### src/rtl/bounce_generator_if.sv
// Request/status bundle between a bounce_generator and whatever drives it.
// The master side issues start/target; the slave side is the generator itself.
interface bounce_generator_if;
  logic       target;
  logic       start;
  logic       noisysignal;
  logic       busy;
  logic       done;
  logic [7:0] bounce_count;

  modport master (
    output target, start,
    input  noisysignal, busy, done, bounce_count
  );

  modport slave (
    input  target, start,
    output noisysignal, busy, done, bounce_count
  );
endinterface

### src/rtl/bounce_generator.sv
// Drives a 1-bit line to a requested level through an LFSR-driven burst of
// contact-bounce glitches, then holds it clean for a settle window before pulsing done.
module bounce_generator #(
  parameter int         BOUNCE_CYCLES = 16,
  parameter int         SETTLE_CYCLES = 8,
  parameter int         CNT_WIDTH     = 8,
  parameter logic [7:0] LFSR_SEED     = 8'hA5
) (
  input  logic              clk,
  input  logic              reset,
  bounce_generator_if.slave bus
);

  typedef enum logic [1:0] {IDLE, BOUNCE, SETTLE} state_t;

  // A settle window of zero still needs one cycle to emit done.
  localparam logic [CNT_WIDTH-1:0] BOUNCE_LAST =
    CNT_WIDTH'((BOUNCE_CYCLES > 0) ? BOUNCE_CYCLES - 1 : 0);
  localparam logic [CNT_WIDTH-1:0] SETTLE_LAST =
    CNT_WIDTH'((SETTLE_CYCLES > 1) ? SETTLE_CYCLES - 1 : 0);

  state_t               r_state, w_state;
  logic [CNT_WIDTH-1:0] r_cnt, w_cnt;
  logic [7:0]           r_lfsr, w_lfsr;
  logic [7:0]           r_bounceCount, w_bounceCount;
  logic                 r_noisy, w_noisy;
  logic                 r_busy, w_busy;
  logic                 r_done, w_done;
  logic                 r_target, w_target;
  logic [7:0]           w_lfsrShift;

  // Fibonacci LFSR for x^8+x^6+x^5+x^4+1, feedback entering at bit 0.
  assign w_lfsrShift = {r_lfsr[6:0], r_lfsr[7] ^ r_lfsr[5] ^ r_lfsr[4] ^ r_lfsr[3]};

  always_ff @(posedge clk) begin
    if (reset) begin
      r_state       <= IDLE;
      r_cnt         <= '0;
      r_lfsr        <= LFSR_SEED;
      r_bounceCount <= '0;
      r_noisy       <= 1'b0;
      r_busy        <= 1'b0;
      r_done        <= 1'b0;
      r_target      <= 1'b0;
    end else begin
      r_state       <= w_state;
      r_cnt         <= w_cnt;
      r_lfsr        <= w_lfsr;
      r_bounceCount <= w_bounceCount;
      r_noisy       <= w_noisy;
      r_busy        <= w_busy;
      r_done        <= w_done;
      r_target      <= w_target;
    end
  end

  always_comb begin
    w_state       = r_state;
    w_cnt         = r_cnt;
    w_lfsr        = r_lfsr;
    w_bounceCount = r_bounceCount;
    w_noisy       = r_noisy;
    w_busy        = r_busy;
    w_done        = 1'b0;
    w_target      = r_target;

    case (r_state)
      IDLE: begin
        if (bus.start) begin
          if (bus.target == r_noisy) begin
            w_done        = 1'b1;
            w_bounceCount = '0;
          end else begin
            w_target      = bus.target;
            w_busy        = 1'b1;
            w_cnt         = '0;
            w_bounceCount = '0;
            if (BOUNCE_CYCLES == 0) begin
              w_noisy = bus.target;
              w_state = SETTLE;
            end else begin
              w_state = BOUNCE;
            end
          end
        end
      end

      BOUNCE: begin
        w_lfsr = w_lfsrShift;
        // The final burst cycle forces the target instead of risking one more glitch.
        if (r_cnt == BOUNCE_LAST) begin
          w_noisy = r_target;
          w_cnt   = '0;
          w_state = SETTLE;
        end else begin
          if (r_lfsr[0]) begin
            w_noisy = ~r_noisy;
            if (r_bounceCount != 8'hFF) begin
              w_bounceCount = r_bounceCount + 8'd1;
            end
          end
          w_cnt = r_cnt + CNT_WIDTH'(1);
        end
      end

      SETTLE: begin
        w_noisy = r_target;
        if (r_cnt == SETTLE_LAST) begin
          w_done  = 1'b1;
          w_busy  = 1'b0;
          w_cnt   = '0;
          w_state = IDLE;
        end else begin
          w_cnt = r_cnt + CNT_WIDTH'(1);
        end
      end

      default: begin
        w_state = IDLE;
      end
    endcase
  end

  assign bus.noisysignal  = r_noisy;
  assign bus.busy         = r_busy;
  assign bus.done         = r_done;
  assign bus.bounce_count = r_bounceCount;

endmodule

### src/flat_wrapper.sv
// flat-port wrapper written by rule: the top's interface ports become plain ports
module bounce_generator_flat 
#(
  parameter int         BOUNCE_CYCLES = 16,
  parameter int         SETTLE_CYCLES = 8,
  parameter int         CNT_WIDTH     = 8,
  parameter logic [7:0] LFSR_SEED     = 8'hA5
)
  (clk, reset, bus_target, bus_start, bus_noisysignal, bus_busy, bus_done, bus_bounce_count);
  bounce_generator_if bus_i ();
  input  logic clk;
  input  logic reset;
  input wire logic [$bits(bus_i.target)-1:0] bus_target;
  input wire logic [$bits(bus_i.start)-1:0] bus_start;
  output wire logic [$bits(bus_i.noisysignal)-1:0] bus_noisysignal;
  output wire logic [$bits(bus_i.busy)-1:0] bus_busy;
  output wire logic [$bits(bus_i.done)-1:0] bus_done;
  output wire logic [$bits(bus_i.bounce_count)-1:0] bus_bounce_count;
  assign bus_i.target = bus_target;
  assign bus_i.start = bus_start;
  assign bus_noisysignal = bus_i.noisysignal;
  assign bus_busy = bus_i.busy;
  assign bus_done = bus_i.done;
  assign bus_bounce_count = bus_i.bounce_count;
  bounce_generator #(.BOUNCE_CYCLES(BOUNCE_CYCLES), .SETTLE_CYCLES(SETTLE_CYCLES), .CNT_WIDTH(CNT_WIDTH), .LFSR_SEED(LFSR_SEED)) u_core (.clk(clk), .reset(reset), .bus(bus_i));
endmodule
### config.mk
export PLATFORM = sky130hd
export DESIGN_NAME = bounce_generator_flat
export DESIGN_NICKNAME = d
export VERILOG_FILES = /design/src/rtl/bounce_generator_if.sv /design/src/rtl/bounce_generator.sv /design/src/flat_wrapper.sv
export SDC_FILE = /design/constraint.sdc
export NUM_CORES = 1
export LEC_CHECK = 0
export ABC_CLOCK_PERIOD_IN_PS = 2100
export BUFFER_PORTS_ARGS = -buffer_cell sky130_fd_sc_hd__buf_2
export CAP_MARGIN = 25
export CORE_ASPECT_RATIO = 1.75
export CORE_MARGIN = 2
export CORE_UTILIZATION = 29
export CTS_BUF_LIST = sky130_fd_sc_hd__clkbuf_8
export DETAILED_ROUTE_END_ITERATION = 10
export HOLD_SLACK_MARGIN = 0.05
export PLACE_DENSITY = 0.53
export SYNTH_ARGS = -nofsm -noshare
export SYNTH_HDL_FRONTEND = slang
export SYNTH_SLANG_ARGS = --single-unit
### constraint.sdc
create_clock -name clk -period 2.1 [get_ports clk]
set_clock_uncertainty 0.15 [all_clocks]
set_input_delay 0.42 -clock clk [delete_from_list [all_inputs] [get_ports clk]]
set_output_delay 0.42 -clock clk [all_outputs]
set_load 0.005 [all_outputs]
Yosys cells after proc, flatten, opt, wreduce, memory -nomap -nowiden
Cells that the tools add are included.
W data, S select, Z words.

operators by class
  $add $sub $neg = 2
  $mul = 0
  divide/modulo/power cells = 0
  order comparisons = 0
  equality and inequality tests = 14
  shift operators = 0
  mux-type cells = 26
  bitwise gates (word level) = 5
  reductions and logical operators = 11

operator list
  operator               number
  $mux W8                8
  $pmux W8 S3            1
  $add A8 B1 Y8 const B  2
  $pmux W8 S2            1
  $eq A8 B3 Y1 const B   1
  $eq A8 B4 Y1 const B   1
  $mux W1                8
  $mux W2                4
  $ne A2 B1 Y1 const B   4
  $ne A8 B8 Y1 const B   1
  $reduce_and A4 Y1      2
  $ne A2 B2 Y1 const B   3
  $pmux W1 S2            3
  $pmux W2 S3            1
  $reduce_and A3 Y1      2
  $reduce_bool A2 Y1     3
  $reduce_and A5 Y1      1
  $ne A3 B1 Y1 const B   1
  $reduce_bool A3 Y1     1
  $xor A1 B1 Y1          3
  $eq A2 B1 Y1 const B   1
  $eq A2 B2 Y1 const B   1
  $logic_not A2 Y1       1
  $not A1 Y1             2
  other kinds (2)        2

word-level totals
  bits in registers = 30
  bits in latches = 0
  RAM bits = 0
  bits in read-only memories = 0
  input bits = 4
  output and inout port bits = 11
  logic and storage cells = 66
  memories kept = 0

Logic depth before layout (Yosys ltp)
Gate-level depths: netlist of the first run.

  depth after elaboration = 5
  mapped depth = 8
  gate-level depth less buffers = 6

Worst setup path before layout of the first run
OpenSTA, ideal clock, no wires.

  kind = flip-flop to flip-flop
  start = reg u_core.r_state[0]
  end = reg u_core.r_bounceCount[1], in the netlist u_core.bus.bounce_count[1]
  arrival time = 1.782 ns
  required time = 1.855 ns
  setup slack = 0.072 ns
  cell stages (with the launch flop) = 9
  buffers on the path = 2
  cells stage by stage = dfxtp_1 -> inv_1 -> ha_1 -> buf_6 -> mux2i_1 -> or2_1 -> buf_2 -> or4_1 -> o311ai_1

on the way
  cells in the longest elaborated chain, start to end = 3
  elaborated cells between the ends (all ways) = 9
  those cells by class = eq/ne (5); mux (1); reduce/logical (3)

ends and longest elaborated chain
  what                                                   RTL line                text
  start, declared                                        bounce_generator.sv:22  state_t r_state, w_state;
  start signal, assigned                                 bounce_generator.sv:46  r_state <= w_state;
  $eq A2 B1 Y1 or $logic_not A2 Y1 (tied branches)       bounce_generator.sv:67  case (r_state)
  $ne A2 B1 Y1 (no source line) (tied with other cells)  --
  $reduce_and A5 Y1 (no source line)                     --
  end signal, assigned                                   bounce_generator.sv:49  r_bounceCount <= w_bounceCount;
  end, declared                                          bounce_generator.sv:25  logic [7:0] r_bounceCount, w_bounceCount;

Parallel ways exist; a longest one is shown, timed or not.
A chain may end at the register's enable or synchronous reset.

Final worst setup path of the first run
  start = reg u_core.r_cnt[0]
  end = reg u_core.r_bounceCount[5], in the netlist u_core.bus.bounce_count[5]

on the way
  cells in the longest elaborated chain, start to end = 3

ends and longest elaborated chain
  what                                RTL line                text
  start, declared                     bounce_generator.sv:23  logic [CNT_WIDTH-1:0] r_cnt, w_cnt;
  start signal, assigned              bounce_generator.sv:47  r_cnt <= w_cnt;
  $eq A8 B4 Y1                        bounce_generator.sv:91  if (r_cnt == BOUNCE_LAST) begin
  $ne A2 B2 Y1 (no source line)       --
  $reduce_and A5 Y1 (no source line)  --

No other way between the ends.

==> run_results.csv, run 1 <==
group,metric,value,unit
floorplanning,num_rows,37,
synth,synth_top_area_frac,0.344,
synth,synth-edff-count,0,
setup_path,worst_setup_path_end_kind,"flop",
setup_path,worst-r2r-cell-count,6,
global_routing,antenna_found_initial,0,
sta,rsz0062_at_grt,"true",
final_layout,nFillCells,632,
clocking,postCtsHoldBufs,0,
place,place_congestion,0.809,
drt,vias,1632,
sta,relSlewSlack,0.681,
synth,synth_area_leaders,"dfxtp_1 (34%), mux2i_1 (5.7%), ha_1 (4.3%), nand2_1 (4.1%), nor2_1 (4.1%)",
power_and_ir_drop,p_leak,0.812,nW
place,dp_hpwl,3470,um
final_layout,layout-drive-gt1-share,0.259,
synth,synth_top_area_cell,"dfxtp_1",
synth,async_flop_share,0,
clocking,cts_buffers,5,
drt,firstDrtPassIters,6,
setup_path,worst_r2r_endpoint,"u_core.bus.bounce_count[5]",
synth,yosys-top-cells-count,"dfxtp_1 (30), nand2_1 (19), nor2_1 (19)",
synth,synth-seq-cells,30,
clocking,cts_max_level,2,
floorplanning,dieArea,0.00668,mm^2
floorplanning,die_x,62.6,um
drt,wirelength,4540,um
power_and_ir_drop,ir_drop,0.000337,V
setup_path,critPathKind,"reg -> reg",
setup_path,cp-start-kind,"flop",
power_and_ir_drop,p_total,1.39,mW
sta,setup_ws,59.3,ps
final_layout,antenna_cells,0,
worst_hold_path,hp-start,"bus_target",
global_routing,grt_start_max_net_pins,12,
clocking,cts-root-buf,"clkbuf_8",
setup_path,crit_fanout,6,
place,io_buffers,14,
global_routing,grt_pass1_vias,1636,
synth,yosysWarnings,0,
sta,slew_violations,0,
floorplanning,die_h,107,um
setup_path,rrSetupSlack,60,ps
setup_path,crit_path_start,"u_core.r_cnt[0]",
final_layout,fin_nets,253,
clocking,ctsResizeCount,0,
synth,avgSynthCellArea,8.55,um^2
worst_hold_path,hold_end,"u_core.r_target",
worst_hold_path,min_path_cells,3,
clocking,clock_path_buffers,2,
place,dp_worst_setup_slack,77.4,ps
sta,worst_pin_slew,477,ps
final_layout,syn_to_final_growth,24.0,%
floorplanning,io_pins,15,
job,cap_violations,0,
setup_path,r2r-start,"u_core.r_cnt[0]",
setup_path,cp.required,2160,ps
worst_hold_path,holdCritPathClass,"in -> reg",
synth,ys.flop_type,"dfxtp_1",
clocking,cts_setup_buffers,0,
synth,synth-seq-area-share,0.344,
global_routing,grt_usage,0.145,
sta,final_min_period_over_clock_period,0.972,
clocking,cts_num_sinks,30,
sta,setup_viol,0,
sta,holdWs,279,ps
setup_path,cp.arrival,2100,ps
sta,report.final.hold_viol_count,0,
sta,fmax,490,MHz
clocking,cts.clk_slew.worst_paths,70,ps
drt,wl_per_cell,14.1,um
sta,post-route-min-period,2040,ps
clocking,insertion_delay,280,ps
drt,ant_nets,0,
status,outcome,"completed",
clocking,cts_tree,"done",
drt,avgViaCountPerCell,5.08,
place,place_area,0.00207,mm^2
drt,dr.first_iter.drc_count,19,
synth,postSynthNetCount,214,
final_layout,fin_area,0.00216,mm^2
floorplanning,start_util,0.299,
final_layout,final_core_util,0.371,
synth,synth.most_common_cell,"dfxtp_1",
synth,synth.distinct_cells,51,
global_routing,grt_pass1_wl,7690,um
synth,syn_inst,204,
floorplanning,coreArea,0.00583,mm^2
synth,netlist_area,0.00174,mm^2
global_routing,grt_overflow_total,0,
power_and_ir_drop,powerDensity,641,mW/mm^2
drt,drc,0,
[cells in the final DEF (no fill, tap or decap), types with 2 or more instances in the layout]
cell type / n
a21oi_1: 9
a31oi_1: 5
buf_2: 14
buf_4: 28
clkbuf_8: 5
dfxtp_1: 30
ha_1: 6
inv_1: 13
mux2i_1: 10
nand2_1: 19
nand3_1: 14
nand4_1: 4
nand4b_1: 4
nor2_1: 18
nor2b_1: 2
o211ai_1: 2
o21a_1: 2
o21ai_0: 9
o311ai_1: 5
or3_1: 6
or4_1: 3
xnor2_1: 2
xor2_1: 2
[worst max-delay path by stage]
stage / endpoint / slack, ps / cells after the start
finish: u_core.bus.bounce_count[5] / 60 / 6
CTS: u_core.r_cnt[7] / 60 / 8
global route: u_core.bus.bounce_count[5] / -7 / 6
global placement: u_core.r_cnt[4] / 100 / 8
floorplan: u_core.bus.bounce_count[1] / 70 / 8
detailed placement: u_core.r_cnt[7] / 80 / 8
[state kept, by name, indices dropped and copies added (netlist names)]
| signal | flops |
|---|---|
| u_core.bus.done | 1 |
| u_core.bus.noisysignal | 1 |
| u_core.r_state | 2 |
| u_core.bus.bounce_count | 8 |
| u_core.r_lfsr | 8 |
| u_core.r_cnt | 8 |
| u_core.r_target | 1 |
| u_core.bus.busy | 1 |
[area by class of cell]
cell class	count	area [um^2]	area share
well taps	78	97.6	0.0451
flip-flops and latches	30	601	0.278
clock buffers	5	68.8	0.0318
multi-input cells	152	1050	0.488
clock inverters	2	7.51	0.00347
repair buffers	43	292	0.135
inverters	11	41.3	0.0191
[critical path: stages, from the launching register on]
cell	delay, ps
dfxtp_1	320
ha_1	210
nor2b_2	190
buf_4	140
a31o_2	260
or4b_1	520
a31oi_1	190
[power breakdown]
part	internal [mW]	switching (mW)
Combinational	0.148	0.170
Clock	0.218	0.220
Sequential	0.606	0.0241
Total	0.972	0.414
[metal layers]
metal  wire length [um]  vias to the layer above  track usage
li1                   -                      826            -
met2               2570                       16        0.286
met3                 91                        6       0.0273
met5                  0                        -            0
met1               1790                      784        0.143
met4                 82                        0       0.0651
[cells by family (layout without fill, tap and decap cells)]
| group | after synthesis | after routing | share of synthesized area |
|---|---|---|---|
| XOR/XNOR | 5 | 5 | 0.0294 |
| multiplexers | 10 | 10 | 0.0574 |
| adder cells (fa/ha/maj) | 6 | 6 | 0.0430 |
| flip-flops | 30 | 30 | 0.344 |
| buffers and inverters | 22 | 61 | 0.0588 |
| AND/OR/NAND/NOR | 82 | 82 | 0.254 |
| AO/OA/AOI/OAI | 49 | 49 | 0.213 |
[per-stage QoR]
stage	instances	setup TNS, ps
floorplan	204	0
CTS	321	0
finish	321	0
global route	321	-13.3
detailed placement	314	0
global placement	314	0
No activity file was read; power rests on OpenSTA's default activity.
==> run 2, diff against run 1 <==
--- a/config.mk
+++ b/config.mk
@@ -8,10 +8,11 @@
 export ABC_CLOCK_PERIOD_IN_PS = 2100
 export BUFFER_PORTS_ARGS = -buffer_cell sky130_fd_sc_hd__buf_2
 export CAP_MARGIN = 25
-export CORE_ASPECT_RATIO = 1.75
+export CORE_ASPECT_RATIO = 2
 export CORE_MARGIN = 2
 export CORE_UTILIZATION = 29
 export CTS_BUF_LIST = sky130_fd_sc_hd__clkbuf_8
+export CTS_CLUSTER_SIZE = 24
 export DETAILED_ROUTE_END_ITERATION = 10
 export HOLD_SLACK_MARGIN = 0.05
 export PLACE_DENSITY = 0.53
==> run 2 against run 1 <==
Net effect:
- the flow now finishes with violations (design-rule violations)
- via count down 4.3%
- power increased by 1.3%
- first-iteration DRC count rose to 3.1 times the previous value
- sequential cell count unchanged
- global-route usage decreased by 1.3 points
- setup slack better by 65 ps
- combinational power is 6.9% lower
- largest power group unchanged
==> run_results.csv, run 2 (synthesis gave the netlist of run 1 again) <==
group,metric,value,unit
status,outcome,"finished, violations left",
status,failed_checks,"design-rule violations",
setup_path,crit_path_start,"u_core.r_state[1]",
drt,maxUsedRoutingLayer,"met4",
place,io_buffers,14,
global_routing,grt_start_max_net_pins,20,
setup_path,r2r-start,"u_core.r_state[1]",
global_routing,grt_pass1_vias,1570,
worst_hold_path,hold_end,"u_core.r_target",
drt,ant_nets,0,
final_layout,nFillCells,639,
sta,rsz0062_at_grt,"false",
final_layout,layout-drive-gt1-share,0.224,
final_layout,mostFrequentLayoutCells,"dfxtp_1 (30), nand2_1 (19), nor2_1 (18)",
clocking,cts_max_level,2,
sta,setup_ws,124,ps
sta,setup_viol,0,
clocking,cts_num_sinks,30,
setup_path,worst_r2r_endpoint,"u_core.bus.bounce_count[1]",
sta,post-route-min-period,1980,ps
floorplanning,die_x,58.8,um
drt,wl_per_cell,13.9,um
setup_path,worst_setup_path_end_kind,"flop",
drt,drt-met1-wl,1890,um
power_and_ir_drop,switchingPower,403,uW
sta,slew_violations,0,
clocking,cts.clk_slew.worst_paths,70,ps
sta,finalSetupTns,0,ps
floorplanning,die_h,114,um
drt,dr_wl_met2,1990,um
floorplanning,io_pins,15,
clocking,postCtsHoldBufs,0,
setup_path,cp.arrival,2020,ps
global_routing,grt_pass1_wl,7000,um
clocking,insertion_delay,280,ps
clocking,clock_path_buffers,2,
setup_path,critPathKind,"reg -> reg",
clocking,cts_buffers,5,
power_and_ir_drop,switching_share,0.287,
final_layout,fin_nets,241,
sta,report.final.hold_viol_count,0,
final_layout,fin_area,0.00206,mm^2
sta,worst_pin_slew,408,ps
worst_hold_path,min_path_cells,3,
setup_path,cp.required,2140,ps
clocking,cts_tree,"done",
global_routing,grt_overflow_total,0,
setup_path,cp-start-kind,"flop",
drt,vias,1562,
drt,drc,1,
clocking,cts-root-buf,"clkbuf_8",
floorplanning,dieArea,0.00669,mm^2
final_layout,final_core_util,0.349,
power_and_ir_drop,ir_drop,0.000433,V
place,place_area,0.00196,mm^2
power_and_ir_drop,p_leak,0.756,nW
sta,final_min_period_over_clock_period,0.941,
drt,dr.first_iter.drc_count,59,
place,dp_worst_setup_slack,98.9,ps
power_and_ir_drop,pwr-share-comb,0.211,
sta,fmax,506,MHz
drt,avgViaCountPerCell,5.29,
final_layout,syn_to_final_growth,18.3,%
power_and_ir_drop,powerDensity,681,mW/mm^2
worst_hold_path,holdCritPathClass,"in -> reg",
drt,firstDrtPassIters,7,
floorplanning,num_rows,40,
drt,wl_met3,159,um
power_and_ir_drop,p_total,1.40,mW
setup_path,rrSetupSlack,120,ps
sta,holdWs,282,ps
floorplanning,coreArea,0.00591,mm^2
power_and_ir_drop,clkPwrFrac,0.339,
power_and_ir_drop,p_seq_frac,0.450,
final_layout,antenna_cells,0,
setup_path,worst-r2r-cell-count,6,
global_routing,grt_usage,0.132,
drt,wirelength,4100,um
sta,relSlewSlack,0.727,
floorplanning,start_util,0.295,
global_routing,antenna_found_initial,0,
place,dp.cells,287,
final_layout,mostFrequentLayoutCell,"dfxtp_1",
worst_hold_path,hp-start,"bus_target",
setup_path,crit_fanout,7,
power_and_ir_drop,p_int,1.00,mW
place,dp_hpwl,3050,um
final_layout,instances_no_fill,295,
job,cap_violations,0,
place,place_congestion,0.822,
-- run 2: changes by cell type in the layout (fill, tap and decap cells not counted) --
| cell | previous run | this run |
|---|---|---|
| buf_4 | 28 | 17 |
| and3_2 | 1 | 0 |
| and3_1 | 0 | 1 |
| buf_6 | 1 | 0 |
| inv_1 | 13 | 12 |
| clkinv_2 | 0 | 1 |
| clkbuf_8 | 5 | 6 |
-- run 2: power by group through the flow --
stage	clock (mW)	sequential (mW)	combinational (mW)
floorplan	0	0.645	0.208
global placement	0	0.643	0.291
detailed placement	0	0.645	0.294
CTS	0.495	0.632	0.295
global route	0.522	0.637	0.328
finish	0.477	0.632	0.296
-- run 2: worst max path at each step --
| stage | endpoint | slack [ps] |
|---|---|---|
| 4_1_cts | u_core.bus.bounce_count[5] | 90 |
| 2_1_floorplan | u_core.bus.bounce_count[1] | 70 |
| 6_report | u_core.bus.bounce_count[1] | 120 |
| 3_5_place_dp | u_core.bus.bounce_count[5] | 100 |
| 5_1_grt | u_core.bus.bounce_count[5] | 10 |
| 3_3_place_gp | u_core.bus.bounce_count[0] | 160 |
-- run 2: final cells by class --
cell class	count	area [um^2]	share of cell area
multi-input cells	152	1050	0.511
clock buffers	6	82.6	0.0400
flip-flops and latches	30	601	0.291
clock inverters	2	8.76	0.00424
repair buffers	31	198	0.0958
inverters	11	41.3	0.0200
well taps	63	78.8	0.0382
-- run 2: worst max-delay path, cell delays in order (launching register included) --
cell      delay, ps
dfxtp_1         370
inv_1            90
ha_1            240
nor2b_1         160
or2_4           280
or4_1           490
o311ai_1        100
-- run 2: layer usage --
metal  GRT usage  up-vias
met1       0.162      723
met5           0        -
met3      0.0306        8
met4      0.0530        0
met2       0.216       27
li1            -      804
-- run 2: what timing repair did --
action,in CTS,in global routing
resized for setup,0,4
buffers inserted,0,0
endpoints found under the setup margin,0,5
